### config.mk
export PLATFORM = sky130hd
export DESIGN_NAME = ram_2147_ctl
export DESIGN_NICKNAME = d
export VERILOG_FILES = /design/src/rtl/ram_2147_ctl.sv
export SDC_FILE = /design/constraint.sdc
export NUM_CORES = 1
export LEC_CHECK = 0
export BUFFER_PORTS_ARGS = -buffer_cell sky130_fd_sc_hd__buf_2
export CORE_MARGIN = 2
export CORE_UTILIZATION = 40
export DETAILED_ROUTE_END_ITERATION = 8
export GPL_ROUTABILITY_DRIVEN = 0
export GPL_TIMING_DRIVEN = 1
export MAX_ROUTING_LAYER = met4
export PLACE_DENSITY = 0.72
export SLEW_MARGIN = 20
export SYNTH_ARGS = -nofsm -noshare
export SYNTH_HDL_FRONTEND = slang
export SYNTH_SLANG_ARGS = --single-unit
### constraint.sdc
create_clock -name clk -period 4.6 [get_ports clk]
set_input_delay 0.69 -clock clk [delete_from_list [all_inputs] [get_ports clk]]
set_output_delay 0.69 -clock clk [all_outputs]
set_load 0.1 [all_outputs]
### src/rtl/ram_2147_ctl.sv
// Sequencer for a 32-bit wide bank of 4Kx1 static RAMs: it clears every word after reset,
// then runs single host reads and writes through a setup/pulse/hold write-enable sequence.
module ram_2147_ctl #(
  parameter int WAIT_CYCLES = 1
) (
  input  logic        clk,
  input  logic        reset,
  input  logic        req,
  input  logic        wr,
  input  logic [11:0] addr,
  input  logic [31:0] wdata,
  output logic        ack,
  output logic [31:0] rdata,
  output logic        busy,
  output logic        init_done,
  output logic [11:0] ram_a,
  output logic        ram_ce_n,
  output logic        ram_we_n,
  output logic [31:0] ram_di,
  input  logic [31:0] ram_do
);

  localparam logic [3:0] INIT_SETUP = 4'd0;
  localparam logic [3:0] INIT_PULSE = 4'd1;
  localparam logic [3:0] INIT_HOLD  = 4'd2;
  localparam logic [3:0] IDLE       = 4'd3;
  localparam logic [3:0] RD_CE      = 4'd4;
  localparam logic [3:0] RD_WAIT    = 4'd5;
  localparam logic [3:0] RD_LATCH   = 4'd6;
  localparam logic [3:0] WR_SETUP   = 4'd7;
  localparam logic [3:0] WR_PULSE   = 4'd8;
  localparam logic [3:0] WR_HOLD    = 4'd9;

  localparam logic [3:0] WAIT_LOAD = 4'(WAIT_CYCLES - 1);

  logic [3:0]  state;
  logic [11:0] init_cnt;
  logic [3:0]  wait_cnt;

  assign busy = (state != IDLE);

  // Every RAM-side output is a register loaded on the transition into the state that owns it,
  // so the pins change exactly at state boundaries and nothing reaches them combinationally.
  always_ff @(posedge clk or posedge reset) begin
    if (reset) begin
      state     <= INIT_SETUP;
      init_cnt  <= 12'd0;
      wait_cnt  <= 4'd0;
      ack       <= 1'b0;
      rdata     <= 32'd0;
      init_done <= 1'b0;
      ram_a     <= 12'd0;
      ram_ce_n  <= 1'b1;
      ram_we_n  <= 1'b1;
      ram_di    <= 32'd0;
    end else begin
      ack <= 1'b0;
      case (state)
        INIT_SETUP: begin
          ram_ce_n <= 1'b0;
          ram_we_n <= 1'b0;
          state    <= INIT_PULSE;
        end
        INIT_PULSE: begin
          ram_we_n <= 1'b1;
          state    <= INIT_HOLD;
        end
        INIT_HOLD: begin
          if (init_cnt == 12'hFFF) begin
            init_done <= 1'b1;
            ram_ce_n  <= 1'b1;
            state     <= IDLE;
          end else begin
            init_cnt <= init_cnt + 12'd1;
            ram_a    <= init_cnt + 12'd1;
            ram_di   <= 32'd0;
            state    <= INIT_SETUP;
          end
        end
        IDLE: begin
          if (req) begin
            ram_a    <= addr;
            ram_ce_n <= 1'b0;
            if (wr) begin
              ram_di <= wdata;
              state  <= WR_SETUP;
            end else begin
              state <= RD_CE;
            end
          end
        end
        WR_SETUP: begin
          ram_we_n <= 1'b0;
          state    <= WR_PULSE;
        end
        WR_PULSE: begin
          ram_we_n <= 1'b1;
          ack      <= 1'b1;
          state    <= WR_HOLD;
        end
        WR_HOLD: begin
          ram_ce_n <= 1'b1;
          state    <= IDLE;
        end
        RD_CE: begin
          wait_cnt <= WAIT_LOAD;
          state    <= RD_WAIT;
        end
        RD_WAIT: begin
          // Sample the parts on the last wait cycle so rdata is valid together with ack.
          if (wait_cnt == 4'd0) begin
            rdata <= ram_do;
            ack   <= 1'b1;
            state <= RD_LATCH;
          end else begin
            wait_cnt <= wait_cnt - 4'd1;
          end
        end
        RD_LATCH: begin
          ram_ce_n <= 1'b1;
          state    <= IDLE;
        end
        default: begin
          ram_ce_n <= 1'b1;
          ram_we_n <= 1'b1;
          state    <= INIT_SETUP;
        end
      endcase
    end
  end

endmodule

==> results.json, run 1 <==
{
  "outcome": "finished with violations",
  "violations": "DRC",
  "fillers": 1033,
  "synth_warnings": 0,
  "startpoint_type": "flip-flop",
  "antenna_found_initial": 0,
  "drive_gt1_share_pct": 39.6,
  "first_pass_iters": 6,
  "wire_per_inst_um": 15.0,
  "vias": 3819,
  "syn_nets": 512,
  "worstMarginPinSlew_ns": 0.750,
  "fin_crit_ns": 3.51,
  "root_buffer": "clkbuf_16",
  "grt.total_usage_pct": 17.8,
  "nets": 665,
  "grt_remaining_overflow": 0,
  "min_period_over_period_pct": 76.3,
  "drv_cap": 0,
  "multi_input_area_mm2": 0.00197,
  "regArea_mm2": 0.00250,
  "fp.dieArea_mm2": 0.0128,
  "antennaDiodeCount": 0,
  "rsz0062_at_grt": "no",
  "grt_max_degree": 62,
  "path_class": "flip-flop to primary output",
  "ys_top_cells_by_area": "dfrtp_1 51%, mux2_2 11%, mux2i_1 7.3%",
  "crit_fanout": 50,
  "synth_ff_type": "dfrtp_1",
  "yosysTopAreaCell": "dfrtp_1",
  "post_cts_buffers": 0,
  "relSlewSlack_pct": 50.0,
  "async_flop_share_pct": 100,
  "synth_cell_types": 52,
  "worst_ep_required_time_ns": 3.91,
  "cts_buffers": 9,
  "final_cell_area_mm2": 0.00594,
  "syn_area_mm2": 0.00477,
  "endpoint_kind": "primary output",
  "cts_hold_buf": 0,
  "hpwl_mm": 7.79,
  "arrival_ns": 2.82,
  "cts.sink_count": 100,
  "routed_wirelength_mm": 10.9,
  "ys_ff_latch": 100,
  "cpLargestDelayFamily": "buffers and inverters",
  "syn_inst": 430,
  "cpMaxStageDelayCell": "clkinv_1",
  "die_h_um": 113,
  "cts_resized": 0,
  "place_area_mm2": 0.00566,
  "grt_pass1_wl_mm": 17.9,
  "path_buf_inv": 3,
  "setup_viol": 0,
  "cpPeakStageDelay_ns": 0.59,
  "hold_viol": 0,
  "fin_setup_tns_ns": 0,
  "die_w_um": 113,
  "clkLatencyLatePin_ns": 0.35,
  "timing.hold.ws_ns": 0.453,
  "syn2layout_area_growth_pct": 24.7,
  "core_mm2": 0.0115,
  "synth.avg_cell_area_um2": 11.1,
  "finalMaxSlewViolations": 0,
  "io_buffers": 160,
  "cts_tree": "yes",
  "row_count": 39,
  "start_util_pct": 41.4,
  "synth_top_area_share_pct": 51.4,
  "postRouteAntennaNets": 0,
  "clock_path_buffers": 2,
  "h-tree-depth": 3,
  "hp-class": "flip-flop to flip-flop",
  "yosysSeqAreaShare_pct": 52.5,
  "skew_ns": 0.00635,
  "path_cells": "and4bb_2 -> buf_4 -> clkinv_1 -> buf_2",
  "grt_pass1_vias": 3737,
  "clkTransAtPathRegs_ns": 0.07,
  "synth_edf_count": 0,
  "drt_iter0_markers": 201,
  "drc": 13,
  "via_per_inst": 5.22,
  "num_io_pins": 161,
  "fmaxAchievable_mhz": 285
}
[per-layer routing]
metal	GRT usage, %	routed length (um)
met1	22.4	4770
met2	28.0	5230
met3	4.66	775
met4	6.26	161
met5	-	0
[cells in the mapped netlist (all sizes together), types with 2 or more instances]
master	n
ha	2
dfrtp	98
xnor2	3
nand4	5
clkbuf	11
or4	6
a21oi	10
nor3b	4
o21ai	8
nor3	7
nor2b	3
xor2	10
inv	42
nor4	4
mux2i	35
nand2	53
nand3	10
a32oi	2
buf	12
o21a	2
mux2	45
nand2b	8
and2	2
o22ai	7
nand4b	2
o211ai	6
dfstp	2
nor2	12
[sequential cells by signal (all words and copies together) (netlist names), 4 cells and up]
| signal | cells |
|---|---|
| ram_di | 32 |
| state | 4 |
| ram_a | 12 |
| rdata | 32 |
| wait_cnt | 4 |
| init_cnt | 12 |
[final timing paths]
path                                        from                    end  slack [ns]  cells after the start
max                         state[3]$_DFFE_PP0P_                   busy        1.09                      4
min in group asynchronous                  reset   rdata[0]$_DFFE_PP0P_        0.47                      2
max reg2reg                 state[3]$_DFFE_PP0P_   ram_a[4]$_DFFE_PP0P_        1.42                      6
max in group asynchronous                  reset  rdata[13]$_DFFE_PP0P_        3.10                      3
min                        init_done$_DFFE_PP0P_  init_done$_DFFE_PP0P_        0.45                      1
min reg2reg                init_done$_DFFE_PP0P_  init_done$_DFFE_PP0P_        0.45                      1
[cell families (layout without fill, tap and decap cells)]
group,after synthesis,after routing,synth area share [%]
XOR/XNOR,13,13,2.39
buffers and inverters,66,224,6.09
AO/OA/AOI/OAI,46,46,6.72
AND/OR/NAND/NOR,123,123,13.8
multiplexers,80,80,18.0
adder cells (fa/ha/maj),2,2,0.525
flip-flops,100,100,52.5
[per-stage QoR]
stage,worst slack (ns),instances,util (%)
floorplan,1.29,430,-
global placement,1.58,715,49.1
detailed placement,1.45,715,49.1
CTS,1.09,731,51.6
global route,0.891,731,51.6
finish,1.09,731,51.6
[layout by cell type (no fill, tap or decap), types with 4 or more instances in the layout]
cell / n
buf_2: 160
dfrtp_1: 98
nand2_1: 53
mux2_2: 45
inv_1: 41
mux2i_1: 35
nor2_1: 12
a21oi_1: 10
xor2_1: 10
nand3_1: 9
clkbuf_16: 9
o21ai_0: 8
nand2b_1: 8
o22ai_1: 7
or4_1: 6
nor3_1: 6
o211ai_1: 6
nand4_1: 5
buf_4: 5
nor3b_1: 4
[area by class of cell]
class	count	share of cell area, %
clock buffers	12	3.98
clock inverters	4	0.821
inverters	43	2.76
multi-input cells	264	33.2
flip-flops and latches	100	42.1
well taps	143	3.01
repair buffers	165	14.1
Power of run 1 is not shown: default switching activity piles up to over one toggle a cycle in this logic, so the estimate is an artifact.
==> run 2: changes to the inputs <==
Clock period 4.6 ns to 3.65 ns, I/O delays scaled along.
==> run 2 against run 1 <==
Net effect: the run still ends with DRC left; cell area down 0.19%; via count down 1.8%; die area unchanged; utilization down 0.098 points; sequential share of layout area up 0.080 points; hold slack worse by 0.11 ns; clock-buffer cell count down 2; first-iteration DRC count up 20%; global-route usage up 0.31 points.
==> results.json, run 2 (synthesized netlist as in run 1, its figures left out) <==
{
  "outcome": "finished with violations",
  "violations": "DRC",
  "row_count": 39,
  "num_io_pins": 161,
  "cpMaxStageDelayCell": "or4b_1",
  "multi_input_area_mm2": 0.00197,
  "worst_ep_required_time_ns": 3.87,
  "grt_pass1_vias": 3824,
  "postRouteAntennaNets": 0,
  "setup_viol": 0,
  "fillers": 1028,
  "instances_no_fill": 732,
  "fin_crit_ns": 2.79,
  "hp-class": "input pin to asynchronous set/reset pin",
  "routed-wl-met3_um": 806,
  "grt.total_usage_pct": 18.1,
  "top_regs": "ram_di: 32 flops, rdata: 32 flops",
  "root_buffer": "clkbuf_16",
  "met1_length_mm": 4.79,
  "timing.hold.ws_ns": 0.344,
  "h-tree-depth": 3,
  "min_period_over_period_pct": 76.5,
  "skew_ns": 0.00866,
  "drc": 13,
  "cts_buffers": 9,
  "start_util_pct": 41.4,
  "wire_per_inst_um": 15.2,
  "cts_resized": 0,
  "final_cell_mix": "160 x buf_2, 98 x dfrtp_1, 53 x nand2_1",
  "worstMarginPinSlew_ns": 0.754,
  "cts.sink_count": 100,
  "fp.dieArea_mm2": 0.0128,
  "endpoint_kind": "flip-flop",
  "dp.cells": 717,
  "die_h_um": 113,
  "grt_remaining_overflow": 0,
  "post_cts_buffers": 0,
  "cpPeakStageDelay_ns": 0.86,
  "drive_gt1_share_pct": 40.1,
  "syn2layout_area_growth_pct": 24.4,
  "hold_viol": 0,
  "fin_util_pct": 51.5,
  "grt_max_degree": 63,
  "crit_fanout": 16,
  "met2WireLength_mm": 5.30,
  "regArea_mm2": 0.00250,
  "io_buffers": 160,
  "arrival_ns": 3.01,
  "first_pass_iters": 6,
  "grt_pass1_wl_mm": 18.2,
  "relSlewSlack_pct": 49.8,
  "mostFrequentLayoutCell": "buf_2",
  "drt_iter0_markers": 242,
  "vias": 3751,
  "path_class": "flip-flop to flip-flop",
  "path_cells": "or4b_1 -> o22ai_1 -> buf_4 -> mux2_2",
  "routed_wirelength_mm": 11.1,
  "clkLatencyLatePin_ns": 0.34,
  "rsz0062_at_grt": "no",
  "cts_hold_buf": 0,
  "clock_path_buffers": 2,
  "antenna_found_initial": 0,
  "die_w_um": 113,
  "via_per_inst": 5.12,
  "fmaxAchievable_mhz": 358,
  "core_mm2": 0.0115,
  "hpwl_mm": 8.00,
  "nets": 667,
  "startpoint_type": "flip-flop",
  "drv_cap": 0,
  "clkTransAtPathRegs_ns": 0.07,
  "antennaDiodeCount": 0,
  "fin_setup_tns_ns": 0,
  "cts_tree": "yes",
  "highest_layer": "met4",
  "finalMaxSlewViolations": 0
}
## run 2: critical path, delay by kind of cell, from the launching register on
| family | cells | cell delay [ns] |
|---|---|---|
| AND/OR/NAND/NOR | 1 | 0.86 |
| AO/OA/AOI/OAI | 1 | 0.65 |
| buffers and inverters | 1 | 0.28 |
| flip-flops | 1 | 0.54 |
| multiplexers | 1 | 0.34 |
## run 2: final timing paths
kind                                  startpoint                    end  slack (ns)  cells after the start
setup / recovery            state[0]$_DFFE_PP0P_   ram_a[2]$_DFFE_PP0P_        0.86                      4
hold / removal                             reset  rdata[13]$_DFFE_PP0P_        0.34                      2
setup reg to reg            state[0]$_DFFE_PP0P_   ram_a[2]$_DFFE_PP0P_        0.86                      4
hold reg to reg            init_done$_DFFE_PP0P_  init_done$_DFFE_PP0P_        0.47                      1
max in group asynchronous                  reset  rdata[18]$_DFFE_PP0P_        2.47                      3
min in group clk                      ram_do[28]  rdata[28]$_DFFE_PP0P_        0.44                      2
## run 2: metrics by stage
stage,worst slack (ns),instance area (um2)
final,0.857,5930
after global routing,0.663,5930
after CTS,0.840,5930
after detailed placement,0.850,5670
after global placement,0.944,5670
after floorplan,0.487,4770
## run 2: routing by layer
| layer | vias up | GRT usage [%] |
|---|---|---|
| li1 | 1783 | - |
| met1 | 1810 | 23.3 |
| met2 | 140 | 27.9 |
| met3 | 18 | 4.34 |
| met4 | 0 | 6.75 |
| met5 | - | - |
## run 2: cell type report
type / count / share of cell area [%]
repair buffers: 167 / 14.4
inverters: 43 / 2.76
clock inverters: 5 / 0.506
multi-input cells: 264 / 33.3
flip-flops and latches: 100 / 42.2
well taps: 143 / 3.02
clock buffers: 10 / 3.86
Power of run 2 is left out for the same reason.
==> run 3: changes to the inputs <==
Settings changed: PLACE_DENSITY 0.72 to 0.74.
Clock period 3.65 ns to 2.45 ns, I/O delays scaled along.
==> run 3 against run 2 <==
Net effect: highest routed layer unchanged; register-to-register slack worse by 0.52 ns; die area stayed put; flip-flop and latch count stayed put; cell area is 1.7% higher; the run still ends with DRC left; non-clock buffer count is 6 higher; clock skew hardly changed; final cell count is 0.96% higher; critical path depth stayed put; first-iteration DRC count is 34% lower; critical endpoint is now busy.
==> results.json, run 3 (synthesized netlist as in run 1, its figures left out) <==
{
  "outcome": "finished with violations",
  "violations": "DRC",
  "fin_ws_ns": 0.170,
  "relSlewSlack_pct": 65.0,
  "grt_pass1_wl_mm": 18.0,
  "cts_hold_buf": 0,
  "grt_max_degree": 101,
  "root_buffer": "clkbuf_16",
  "syn2layout_area_growth_pct": 26.5,
  "nets": 673,
  "hold_viol": 0,
  "r2r.worst_path.cells": 6,
  "worst_ep_required_time_ns": 2.08,
  "first_pass_iters": 6,
  "fin_setup_tns_ns": 0,
  "postRouteAntennaNets": 0,
  "min_period_over_period_pct": 93.1,
  "skew_ns": 0.00857,
  "final_cell_mix": "160 x buf_2, 98 x dfrtp_1, 53 x nand2_1",
  "r2r-end": "ram_di[13]$_DFFE_PP0P_",
  "die_h_um": 113,
  "fp.dieArea_mm2": 0.0128,
  "clkLatencyLatePin_ns": 0.35,
  "post_cts_buffers": 0,
  "cts_tree": "yes",
  "fin_crit_ns": 2.28,
  "grt_remaining_overflow": 0,
  "crit_fanout": 17,
  "fmaxAchievable_mhz": 439,
  "hp-class": "input pin to asynchronous set/reset pin",
  "vias": 3758,
  "drc": 9,
  "row_count": 39,
  "rsz0062_at_grt": "no",
  "finalMaxSlewViolations": 0,
  "cts.sink_count": 100,
  "clkTransAtPathRegs_ns": 0.07,
  "drv_cap": 0,
  "setup_viol": 0,
  "cts_resized": 0,
  "via_per_inst": 5.09,
  "drt_iter0_markers": 159,
  "final_cell_area_mm2": 0.00603,
  "wire_per_inst_um": 14.8,
  "clock_path_buffers": 2,
  "startpoint_type": "flip-flop",
  "h-tree-depth": 3,
  "hpwl_mm": 7.93,
  "top_regs": "ram_di: 32 flops, rdata: 32 flops",
  "worstMarginPinSlew_ns": 0.524,
  "grt_pass1_vias": 3837,
  "grt.total_usage_pct": 18.0,
  "mostFrequentLayoutCell": "buf_2",
  "start_util_pct": 41.4,
  "reg2reg_slack_ns": 0.34,
  "dp_slack_ns": 0.347,
  "arrival_ns": 1.91,
  "endpoint_kind": "primary output",
  "num_io_pins": 161,
  "antennaDiodeCount": 0,
  "place_area_mm2": 0.00575,
  "drive_gt1_share_pct": 40.9,
  "antenna_found_initial": 0,
  "path_class": "flip-flop to primary output",
  "cts_buffers": 9,
  "die_w_um": 113,
  "core_mm2": 0.0115,
  "r2r-start": "init_cnt[0]$_DFFE_PP0P_",
  "routed_wirelength_mm": 11.0,
  "io_buffers": 160
}
-- run 3: cell types whose count changed in the layout (fill, tap and decap cells not counted), sizes merged --
cell and change:
clkinvlp +2, clkinv -1, buf +6
-- run 3: per-stage QoR --
step	cells	util (%)	hold slack [ns]
detailed placement	723	49.9	0.455
floorplan	430	-	0.477
global route	739	52.4	0.214
global placement	723	49.9	0.440
finish	739	52.4	0.164
CTS	739	52.4	0.193
-- run 3: layout make-up --
type / count / area [um2]
fill: 1047 / 5480
sequential: 100 / 2500
multi-input combinational: 264 / 1970
timing repair buffer: 173 / 923
clock buffer: 10 / 239
tap: 143 / 179
inverter: 43 / 165
clock inverter: 6 / 48.8
-- run 3: worst max-delay path by stage --
stage,start,to,cells after the start
after floorplan,state[3]$_DFFE_PP0P_,ram_a[9]$_DFFE_PP0P_,7
after global placement,state[0]$_DFFE_PP0P_,ram_a[7]$_DFFE_PP0P_,5
after detailed placement,init_cnt[0]$_DFFE_PP0P_,ram_di[13]$_DFFE_PP0P_,6
after CTS,state[3]$_DFFE_PP0P_,busy,4
after global routing,state[3]$_DFFE_PP0P_,busy,4
final,state[3]$_DFFE_PP0P_,busy,4
-- run 3: per-layer routing --
metal  global-route usage, %  vias to the layer above  share of wire, %
met1                    20.8                     1825                42
li1                        -                     1792                 -
met2                    29.9                      121                50
met5                       -                        -                 0
met3                    3.80                       20               5.7
met4                    8.46                        0               2.4
-- run 3: critical path, stage by stage, from the launching register on --
cell      delay [ns]
dfrtp_1         0.37
buf_4           0.19
and4bb_2        0.32
clkinv_1        0.27
buf_2           0.40
Power of run 3 is left out for the same reason.
